$ cat config.mk
export PLATFORM = sky130hd
export DESIGN_NAME = audio_dac4_sd
export DESIGN_NICKNAME = d
export VERILOG_FILES = /design/src/rtl/audio_pkg.sv /design/src/rtl/sd_mod1.sv /design/src/rtl/audio_dac4_sd.sv
export SDC_FILE = /design/constraint.sdc
export NUM_CORES = 1
export LEC_CHECK = 0
export ABC_AREA = 1
export CAP_MARGIN = 30
export CORE_ASPECT_RATIO = 1.1
export CORE_MARGIN = 1
export CORE_UTILIZATION = 40
export DETAILED_ROUTE_END_ITERATION = 6
export PLACE_DENSITY = 0.56
export SLEW_MARGIN = 10
export SYNTH_ARGS = -nofsm -noshare
export SYNTH_HDL_FRONTEND = slang
export SYNTH_SLANG_ARGS = --single-unit
$ cat constraint.sdc
create_clock -name clk_audio -period 6.8 [get_ports clk_audio]
set_input_delay 1.36 -clock clk_audio [delete_from_list [all_inputs] [get_ports clk_audio]]
set_output_delay 1.36 -clock clk_audio [all_outputs]
set_load 0.005 [all_outputs]
$ cat src/rtl/audio_pkg.sv
// audio_pkg: shared types and constants for the 4-bit stereo audio DAC front-end.
package audio_pkg;

    typedef logic signed [15:0] sample_t;
    typedef logic [3:0] dac_code_t;
    typedef enum logic [1:0] {IDLE, RUN, UNDERRUN} state_t;

    localparam dac_code_t MIDSCALE = 4'h8;

endpackage

$ cat src/rtl/sd_mod1.sv
// sd_mod1: first-order error-feedback noise shaper, 16-bit PCM to a registered 4-bit code.
module sd_mod1
    import audio_pkg::*;
(
    input  logic      clk_audio,
    input  logic      reset,
    input  sample_t   hold,
    output dac_code_t out
);

    logic [11:0] err_q, err_d;
    dac_code_t   out_q, out_d;
    logic [16:0] acc;

    // Offset binary plus carried error; a carry out saturates to full scale.
    always_comb begin
        acc   = {1'b0, hold ^ 16'h8000} + {5'b0, err_q};
        out_d = acc[16] ? 4'hF : acc[15:12];
        err_d = acc[16] ? 12'hFFF : acc[11:0];
    end

    always_ff @(posedge clk_audio or posedge reset) begin
        if (reset) begin
            err_q <= '0;
            out_q <= MIDSCALE;
        end else begin
            err_q <= err_d;
            out_q <= out_d;
        end
    end

    assign out = out_q;

endmodule

$ cat src/rtl/audio_dac4_sd.sv
// audio_dac4_sd: stereo PCM FIFO with fixed-rate sample release into two 4-bit noise-shaped DAC outputs.
module audio_dac4_sd
    import audio_pkg::*;
#(
    parameter int C_sample_div = 256,
    parameter int C_fifo_depth = 4
) (
    input  logic        clk_audio,
    input  logic        reset,
    input  logic [15:0] in_l,
    input  logic [15:0] in_r,
    input  logic        in_valid,
    output logic        in_ready,
    output logic [3:0]  audio_l,
    output logic [3:0]  audio_r,
    output logic        underrun,
    input  logic        clr_underrun
);

    localparam int AW = $clog2(C_fifo_depth);
    localparam int CW = AW + 1;

    sample_t         mem_l_q [C_fifo_depth];
    sample_t         mem_r_q [C_fifo_depth];
    logic [15:0]     cnt_q, cnt_d;
    logic [AW-1:0]   wr_ptr_q, wr_ptr_d, rd_ptr_q, rd_ptr_d;
    logic [CW-1:0]   count_q, count_d;
    logic            in_ready_q, in_ready_d;
    logic            underrun_q, underrun_d;
    state_t          state_q, state_d;
    sample_t         hold_l_q, hold_l_d, hold_r_q, hold_r_d;
    logic            tick, empty, push, pop;

    always_comb begin
        tick       = cnt_q == 16'(C_sample_div - 1);
        cnt_d      = tick ? '0 : cnt_q + 16'd1;
        empty      = count_q == '0;
        push       = in_valid && in_ready_q;
        pop        = tick && !empty;
        wr_ptr_d   = push ? wr_ptr_q + 1'b1 : wr_ptr_q;
        rd_ptr_d   = pop ? rd_ptr_q + 1'b1 : rd_ptr_q;
        count_d    = count_q + CW'(push) - CW'(pop);
        in_ready_d = count_d != CW'(C_fifo_depth);
        // Any tick with data pops; an empty tick only matters once running.
        state_d    = pop ? RUN : (tick && state_q == RUN) ? UNDERRUN : state_q;
        hold_l_d   = pop ? mem_l_q[rd_ptr_q] : (state_q == IDLE) ? '0 : hold_l_q;
        hold_r_d   = pop ? mem_r_q[rd_ptr_q] : (state_q == IDLE) ? '0 : hold_r_q;
        underrun_d = (tick && empty && state_q != IDLE) || (underrun_q && !clr_underrun);
    end

    always_ff @(posedge clk_audio or posedge reset) begin
        if (reset) begin
            cnt_q      <= '0;
            wr_ptr_q   <= '0;
            rd_ptr_q   <= '0;
            count_q    <= '0;
            in_ready_q <= 1'b1;
            underrun_q <= 1'b0;
            state_q    <= IDLE;
            hold_l_q   <= '0;
            hold_r_q   <= '0;
        end else begin
            cnt_q      <= cnt_d;
            wr_ptr_q   <= wr_ptr_d;
            rd_ptr_q   <= rd_ptr_d;
            count_q    <= count_d;
            in_ready_q <= in_ready_d;
            underrun_q <= underrun_d;
            state_q    <= state_d;
            hold_l_q   <= hold_l_d;
            hold_r_q   <= hold_r_d;
        end
    end

    // Storage needs no reset: the pointers and count define what is valid.
    always_ff @(posedge clk_audio) begin
        if (push) begin
            mem_l_q[wr_ptr_q] <= in_l;
            mem_r_q[wr_ptr_q] <= in_r;
        end
    end

    sd_mod1 u_mod_l (.clk_audio(clk_audio), .reset(reset), .hold(hold_l_q), .out(audio_l));
    sd_mod1 u_mod_r (.clk_audio(clk_audio), .reset(reset), .hold(hold_r_q), .out(audio_r));

    assign in_ready = in_ready_q;
    assign underrun = underrun_q;

endmodule

==> results of run 1 <==
==> area by class of cell <==
| class | count | area (µm²) |
|---|---|---|
| Clock buffer | 30 | 644 |
| Clock inverter | 15 | 130 |
| Fill cell | 2277 | 12900 |
| Inverter | 111 | 419 |
| Multi-Input combinational cell | 611 | 3260 |
| Sequential cell | 219 | 6130 |
| Tap cell | 310 | 388 |
| Timing Repair Buffer | 54 | 571 |
==> synth_stat cells (3+ instances only) <==
library cell / number
nor3_1: 10
edfxtp_1: 128
clkbuf_1: 16
dfstp_2: 3
nand3_1: 75
inv_1: 110
or2_2: 7
xnor2_1: 4
buf_1: 3
nand2_1: 177
nand3b_1: 4
a21oi_1: 19
ha_1: 30
xor2_1: 19
buf_6: 4
o21ai_0: 70
o22a_1: 32
nor2_1: 113
dfrtp_1: 88
buf_2: 8
fa_1: 3
o21ai_1: 33
==> stage by stage <==
step	instance area [µm²]	hold slack, ns	setup WS, ns
after floorplan	9950	0.442	3.08
after global placement	10700	0.458	3.39
after detailed placement	10800	0.469	3.35
after CTS	11500	0.479	3.71
after global routing	11500	0.486	3.40
final	11500	0.477	3.74
==> final timing paths <==
kind | start | end | slack [ns] | depth (start not counted)
worst max register to register | cnt_q[0] | in_ready | 3.74 | 13
min in group asynchronous | reset | u_mod_l.out[1] | 1.23 | 2
worst max-delay path | cnt_q[0] | in_ready | 3.74 | 13
worst min-delay path | cnt_q[15] | cnt_q[15] | 0.48 | 1
max in group asynchronous | reset | rd_ptr_q[0] | 4.47 | 3
worst min register to register | cnt_q[15] | cnt_q[15] | 0.48 | 1
==> where the power goes <==
| group | switching, µW | internal (µW) |
|---|---|---|
| Sequential | 38.2 | 1590 |
| Clock | 511 | 749 |
| Combinational | 174 | 87.6 |
| Total | 723 | 2420 |
==> flip-flops by register name (all words and copies together), names as in the netlist <==
name           flops
mem_r_q           64
underrun           1
count_q            3
u_mod_r.err_q     12
wr_ptr_q           2
state_q            2
u_mod_l.out        4
mem_l_q           64
cnt_q             16
u_mod_r.out        4
u_mod_l.err_q     12
in_ready           1
rd_ptr_q           2
hold_r_q          16
hold_l_q          16
==> cells by family (layout without fill, tap and decap cells) <==
group	after synthesis	in the layout	share of synthesized area
and+or+nand+nor	398	398	0.170
DFF	219	219	0.615
AOI/OAI and AO/OA	157	157	0.0920
buffers and inverters	144	210	0.0591
adders and majority gates	33	33	0.0437
xor gates and xnor gates	23	23	0.0202
==> worst register-to-register path: cells and delay by family, from the launching register on <==
kind	cells	cell delay, ns
simple gates	6	1.09
fa+ha+maj	3	0.76
xor+xnor	3	0.68
flops	1	0.40
buf+inv	1	0.05
==> metal layers <==
layer	vias up	track usage
li1	3367	-
met2	97	0.259
met3	26	0.0236
met1	3134	0.225
met4	0	0.0408
met5	-	0
==> load_flow_metrics.sql, run 1 <==
INSERT INTO impl_metrics (metric_group, metric, value, unit) VALUES
('grt', 'maximum_number_of_pins_on_one_net_before_global_route_repair', '72', ''),
('detailed_routing', 'route.detailed.wl_per_inst', '14.6', 'µm'),
('clock_tree', 'tritoncts.num_buffers', '25', ''),
('timing', 'period_needed', '3.06', 'ns'),
('grt', 'gr_usage_total', '0.160', ''),
('timing', 'max_freq', '0.327', 'GHz'),
('clock_tree', 'cts_sinks', '219', ''),
('critical_path', 'cpMaxStageDelayCell', 'nand3b_4', ''),
('finish', 'signed_area_change_from_the_synthesized_netlist_to_the_final_layout', '15.9', '%'),
('clock_tree', 'post_cts.repair.setup_buffers', '0', ''),
('yosys', 'synth_top_area_cell', 'edfxtp_1', ''),
('yosys', 'yosysWarningCount', '0', ''),
('timing', 'layout_worst_path_cycle_share', '0.450', ''),
('yosys', 'share_of_flip_flops_with_an_asynchronous_set_or_reset', '0.416', ''),
('yosys', 'syn_inst', '974', ''),
('placed_design', 'dp.cells', '1305', ''),
('finish', 'final_cells', '1350', ''),
('power_and_ir_drop', 'power_per_cell_area', '273', 'nW/µm²'),
('floorplanning', 'coreArea', '24500', 'µm²'),
('status', 'run_status', 'complete, but fails checks', ''),
('yosys', 'synth_cell_type_count', '33', ''),
('clock_tree', 'cts_tree', 'done', ''),
('status', 'failing_checks', 'DRC', ''),
('critical_path', 'cp_num_buf_inv', '1', ''),
('yosys', 'yosysSeqAreaShare', '0.615', ''),
('timing', 'setup-violations-final', '0', ''),
('timing', 'finalSetupTns', '0', 'ns'),
('detailed_routing', 'drc', '2', ''),
('grt', 'global_route.overflow_total', '0', ''),
('clock_tree', 'level_count_of_the_clock_h_tree', '1', ''),
('floorplanning', 'die_h', '167', 'µm'),
('power_and_ir_drop', 'cell_leakage_power', '0.00507', 'µW'),
('detailed_routing', 'routed-wl-met3', '703', 'µm'),
('critical_path', 'cp_data_arrival_time', '3.49', 'ns'),
('detailed_routing', 'number_of_iterations_in_the_first_detailed_routing_pass', '7', ''),
('floorplanning', 'die_area', '25500', 'µm²'),
('finish', 'drive_above_1_share', '0.0644', ''),
('timing', 'worstMarginPinSlew', '0.793', 'ns'),
('clock_tree', 'cts.hold.buffers_added', '0', ''),
('critical_path', 'worstPathRequired', '7.23', 'ns'),
('timing', 'pins_over_their_slew_limit', '0', ''),
('detailed_routing', 'routed-via-count', '6624', ''),
('floorplanning', 'initial_standard_cell_utilization_of_the_core', '0.407', ''),
('finish', 'final_net_count', '1091', ''),
('yosys', 'ys_top_cells_by_area', 'edfxtp_1 39%, dfrtp_1 22%, nand2_1 6.7%', ''),
('placed_design', 'gp_congestion', '0.811', ''),
('detailed_routing', 'ant_nets', '0', ''),
('critical_path', 'crit_chain', 'ha_1 -> nand2_2 -> nor2_4 -> nand2_2 -> nor2_4 -> nand3b_4 -> xor2_1 -> ha_1 -> inv_1 -> fa_1 -> xnor2_1 -> xnor2_1 -> nand2_1', ''),
('finish', 'most_common_library_cell_in_the_layout_ignoring_fill_and_taps', 'nand2_1', ''),
('timing', 'unrepaired_setup_endpoints_after_global_routing', 'no', ''),
('worst_hold_path', 'hp-class', 'reg2reg', ''),
('timing', 'slew_headroom', '0.472', ''),
('yosys', 'yosys_register_bits', '219', ''),
('power_and_ir_drop', 'vdd_drop_max', '0.000202', 'V'),
('clock_tree', 'clock_tree_buffer_depth', '3', ''),
('critical_path', 'critPathLaunchType', 'flip-flop', ''),
('placed_design', 'port_buffers', '45', ''),
('floorplanning', 'placementRows', '60', ''),
('finish', 'finish.utilization', '0.471', ''),
('grt', 'grt_pass1_vias', '6429', ''),
('clock_tree', 'clkLatencyLatePin', '0.51', 'ns'),
('yosys', 'synth-edff-count', '128', ''),
('yosys', 'synthesis.nets', '1043', ''),
('finish', 'most-common-layout-cells', '177 x nand2_1, 128 x edfxtp_1, 109 x inv_1, 109 x nor2_1, 87 x dfrtp_1', ''),
('critical_path', 'critical_path.endpoint_type', 'flip-flop', ''),
('detailed_routing', 'route.final.wire_length', '19700', 'µm'),
('detailed_routing', 'route.layer.met1.wl', '9780', 'µm'),
('run', 'drv_cap', '0', ''),
('placed_design', 'hpwl', '12800', 'µm'),
('clock_tree', 'clockRootBuffer', 'clkbuf_16', ''),
('clock_tree', 'cts-resized-gates', '0', '');
(Power assumes the default switching activity.)
==> inputs of run 2 (changes only) <==
PLACE_DENSITY = 0.58   (was 0.56)
clock period = 2.7 ns   (was 6.8 ns; I/O delays follow)
==> run 2 against run 1 <==
The flow still finishes with violations (DRC). Fmax grew 30%. Clock power grew to 2.5 times the previous value. Worst hold slack lost 0.013 ns. Highest routed layer unchanged.
==> load_flow_metrics.sql, run 2 (synthesized netlist as in run 1, its figures left out) <==
INSERT INTO impl_metrics (metric_group, metric, value, unit) VALUES
('critical_path', 'r2r_setup_slack', '0.34', 'ns'),
('timing', 'pins_over_their_slew_limit', '0', ''),
('floorplanning', 'die_area', '25500', 'µm²'),
('critical_path', 'critPathLaunchType', 'flip-flop', ''),
('floorplanning', 'die_h', '167', 'µm'),
('critical_path', 'worst-path-max-fanout', '5', ''),
('detailed_routing', 'drc', '1', ''),
('finish', 'most-common-layout-cells', '177 x nand2_1, 128 x edfxtp_1, 109 x inv_1, 109 x nor2_1, 87 x dfrtp_1', ''),
('grt', 'use_met2', '0.259', ''),
('finish', 'area.sequential', '6130', 'µm²'),
('timing', 'period_needed', '2.36', 'ns'),
('finish', 'multi_input_area', '3270', 'µm²'),
('placed_design', 'gp_congestion', '0.828', ''),
('detailed_routing', 'route.final.wire_length', '19400', 'µm'),
('status', 'failing_checks', 'DRC', ''),
('clock_tree', 'tritoncts.num_buffers', '24', ''),
('clock_tree', 'cts_sinks', '219', ''),
('grt', 'gr_usage_total', '0.157', ''),
('timing', 'layout_worst_path_cycle_share', '0.873', ''),
('grt', 'gr-max-usage-layer', 'met2', ''),
('status', 'run_status', 'complete, but fails checks', ''),
('clock_tree', 'post_cts.repair.setup_buffers', '0', ''),
('timing', 'unrepaired_setup_endpoints_after_global_routing', 'no', ''),
('finish', 'signed_area_change_from_the_synthesized_netlist_to_the_final_layout', '16.6', '%'),
('detailed_routing', 'routed-via-count', '6589', ''),
('clock_tree', 'cts_tree', 'done', ''),
('grt', 'global_route.overflow_total', '0', ''),
('grt', 'global_route_wire_length_before_repair', '32200', 'µm'),
('placed_design', 'port_buffers', '45', ''),
('floorplanning', 'placementRows', '60', ''),
('clock_tree', 'clockRootBuffer', 'clkbuf_16', ''),
('detailed_routing', 'route.detailed.wl_per_inst', '14.3', 'µm'),
('placed_design', 'postPlaceCellArea', '10800', 'µm²'),
('timing', 'setup-violations-final', '0', ''),
('grt', 'maximum_number_of_pins_on_one_net_before_global_route_repair', '92', ''),
('finish', 'final_net_count', '1097', ''),
('power_and_ir_drop', 'fin_total_pwr', '7980', 'µW'),
('floorplanning', 'ioPinCount', '46', ''),
('clock_tree', 'cts.clk_slew.worst_paths', '0.06', 'ns'),
('critical_path', 'critical_path.endpoint_type', 'flip-flop', ''),
('finish', 'finish.utilization', '0.474', ''),
('clock_tree', 'clock_tree_buffer_depth', '3', ''),
('finish', 'biggestRegsByFlops', 'mem_l_q: 64 flops, mem_r_q: 64 flops', ''),
('floorplanning', 'coreArea', '24500', 'µm²'),
('critical_path', 'worst_r2r_startpoint', 'cnt_q[0]', ''),
('critical_path', 'cp_data_arrival_time', '2.79', 'ns'),
('finish', 'stdcell_area', '11600', 'µm²'),
('detailed_routing', 'dr.first_iter.drc_count', '291', ''),
('detailed_routing', 'ant_nets', '0', ''),
('timing', 'hold_violations', '0', ''),
('timing', 'finalSetupTns', '0', 'ns'),
('grt', 'initial_antenna_violation_count', '0', ''),
('timing', 'worstMarginPinSlew', '0.663', 'ns'),
('placed_design', 'hpwl', '12400', 'µm'),
('timing', 'slew_headroom', '0.558', ''),
('power_and_ir_drop', 'vdd_drop_max', '0.000532', 'V'),
('critical_path', 'setup.worst_path.class', 'reg2reg', ''),
('critical_path', 'worstReg2RegEnd', 'in_ready', ''),
('grt', 'grt_pass1_vias', '6434', ''),
('finish', 'n_antenna_cell', '0', ''),
('clock_tree', 'clkLatencyLatePin', '0.51', 'ns'),
('critical_path', 'worstPathRequired', '3.14', 'ns'),
('critical_path', 'worstRegToRegCells', '13', ''),
('timing', 'fin_worst_skew', '0.0108', 'ns'),
('detailed_routing', 'avgViaCountPerCell', '4.86', ''),
('floorplanning', 'initial_standard_cell_utilization_of_the_core', '0.407', ''),
('grt', 'grt.met1_usage', '0.216', ''),
('clock_tree', 'cts.hold.buffers_added', '0', ''),
('run', 'drv_cap', '0', ''),
('worst_hold_path', 'hp-class', 'in2async', ''),
('power_and_ir_drop', 'power_per_cell_area', '688', 'nW/µm²'),
('timing', 'max_freq', '0.424', 'GHz'),
('clock_tree', 'cts-resized-gates', '0', ''),
('detailed_routing', 'number_of_iterations_in_the_first_detailed_routing_pass', '7', ''),
('finish', 'most_common_library_cell_in_the_layout_ignoring_fill_and_taps', 'nand2_1', ''),
('clock_tree', 'level_count_of_the_clock_h_tree', '1', ''),
('grt', 'grt_use_met3', '0.0261', ''),
('floorplanning', 'die_width', '152', 'µm'),
('finish', 'final.fill_count', '2311', ''),
('power_and_ir_drop', 'cell_leakage_power', '0.00509', 'µW'),
('finish', 'drive_above_1_share', '0.0698', '');
## run 2: cell types whose count changed in the layout (fill, tap and decap cells not counted), sizes merged
| cell | change |
|---|---|
| clkinvlp | +1 |
| inv | -1 |
| clkinv | -4 |
| clkbuf | +3 |
| buf | +7 |
## run 2: power by group
part	total, µW	switching (µW)	internal (µW)
registers	4090	97.6	3990
clock network	3190	1280	1910
logic	702	444	258
total	7980	1820	6160
## run 2: area by class of cell
| type | count | area share |
|---|---|---|
| Sequential cell | 219 | 0.528 |
| Timing Repair Buffer | 61 | 0.0545 |
| Multi-Input combinational cell | 611 | 0.281 |
| Clock buffer | 33 | 0.0573 |
| Clock inverter | 11 | 0.00938 |
| Inverter | 111 | 0.0362 |
| Tap cell | 310 | 0.0334 |
## run 2: worst max-delay path: stages, from the launching register on
cell	delay (ns)
dfrtp_1	0.40
ha_1	0.22
nand2_2	0.08
nor2_4	0.14
nand2_2	0.10
nor2_4	0.13
nand3b_4	0.10
xor2_1	0.14
ha_1	0.15
inv_1	0.05
fa_1	0.38
xnor2_1	0.18
xnor2_1	0.15
nand2_1	0.07
## run 2: metal layers
layer / routed length, µm / share of wire
met5: 0 / 0
met4: 272 / 0.014
met3: 656 / 0.034
met2: 8990 / 0.46
met1: 9530 / 0.49
## run 2: worst max-delay path by stage
stage | endpoint | slack (ns) | depth (start not counted) | from
floorplan | mem_l_q[0][0] | 0.19 | 2 | in_valid
global placement | in_ready | 0.39 | 13 | cnt_q[0]
detailed placement | in_ready | 0.34 | 13 | cnt_q[0]
CTS | in_ready | 0.32 | 13 | cnt_q[0]
global route | in_ready | 0.15 | 13 | cnt_q[0]
finish | in_ready | 0.34 | 13 | cnt_q[0]
## run 2: stage by stage
stage | std cells | worst slack [ns] | hold slack [ns]
floorplan | 974 | 0.193 | 0.442
global placement | 1312 | 0.390 | 0.457
detailed placement | 1312 | 0.336 | 0.457
CTS | 1356 | 0.325 | 0.470
global route | 1356 | 0.147 | 0.506
finish | 1356 | 0.342 | 0.464
==> inputs of run 3 (changes only) <==
SLEW_MARGIN = 0   (was 10)
==> results of run 3 <==
The final DEF is identical to that of run 2; final timing and power are the same.
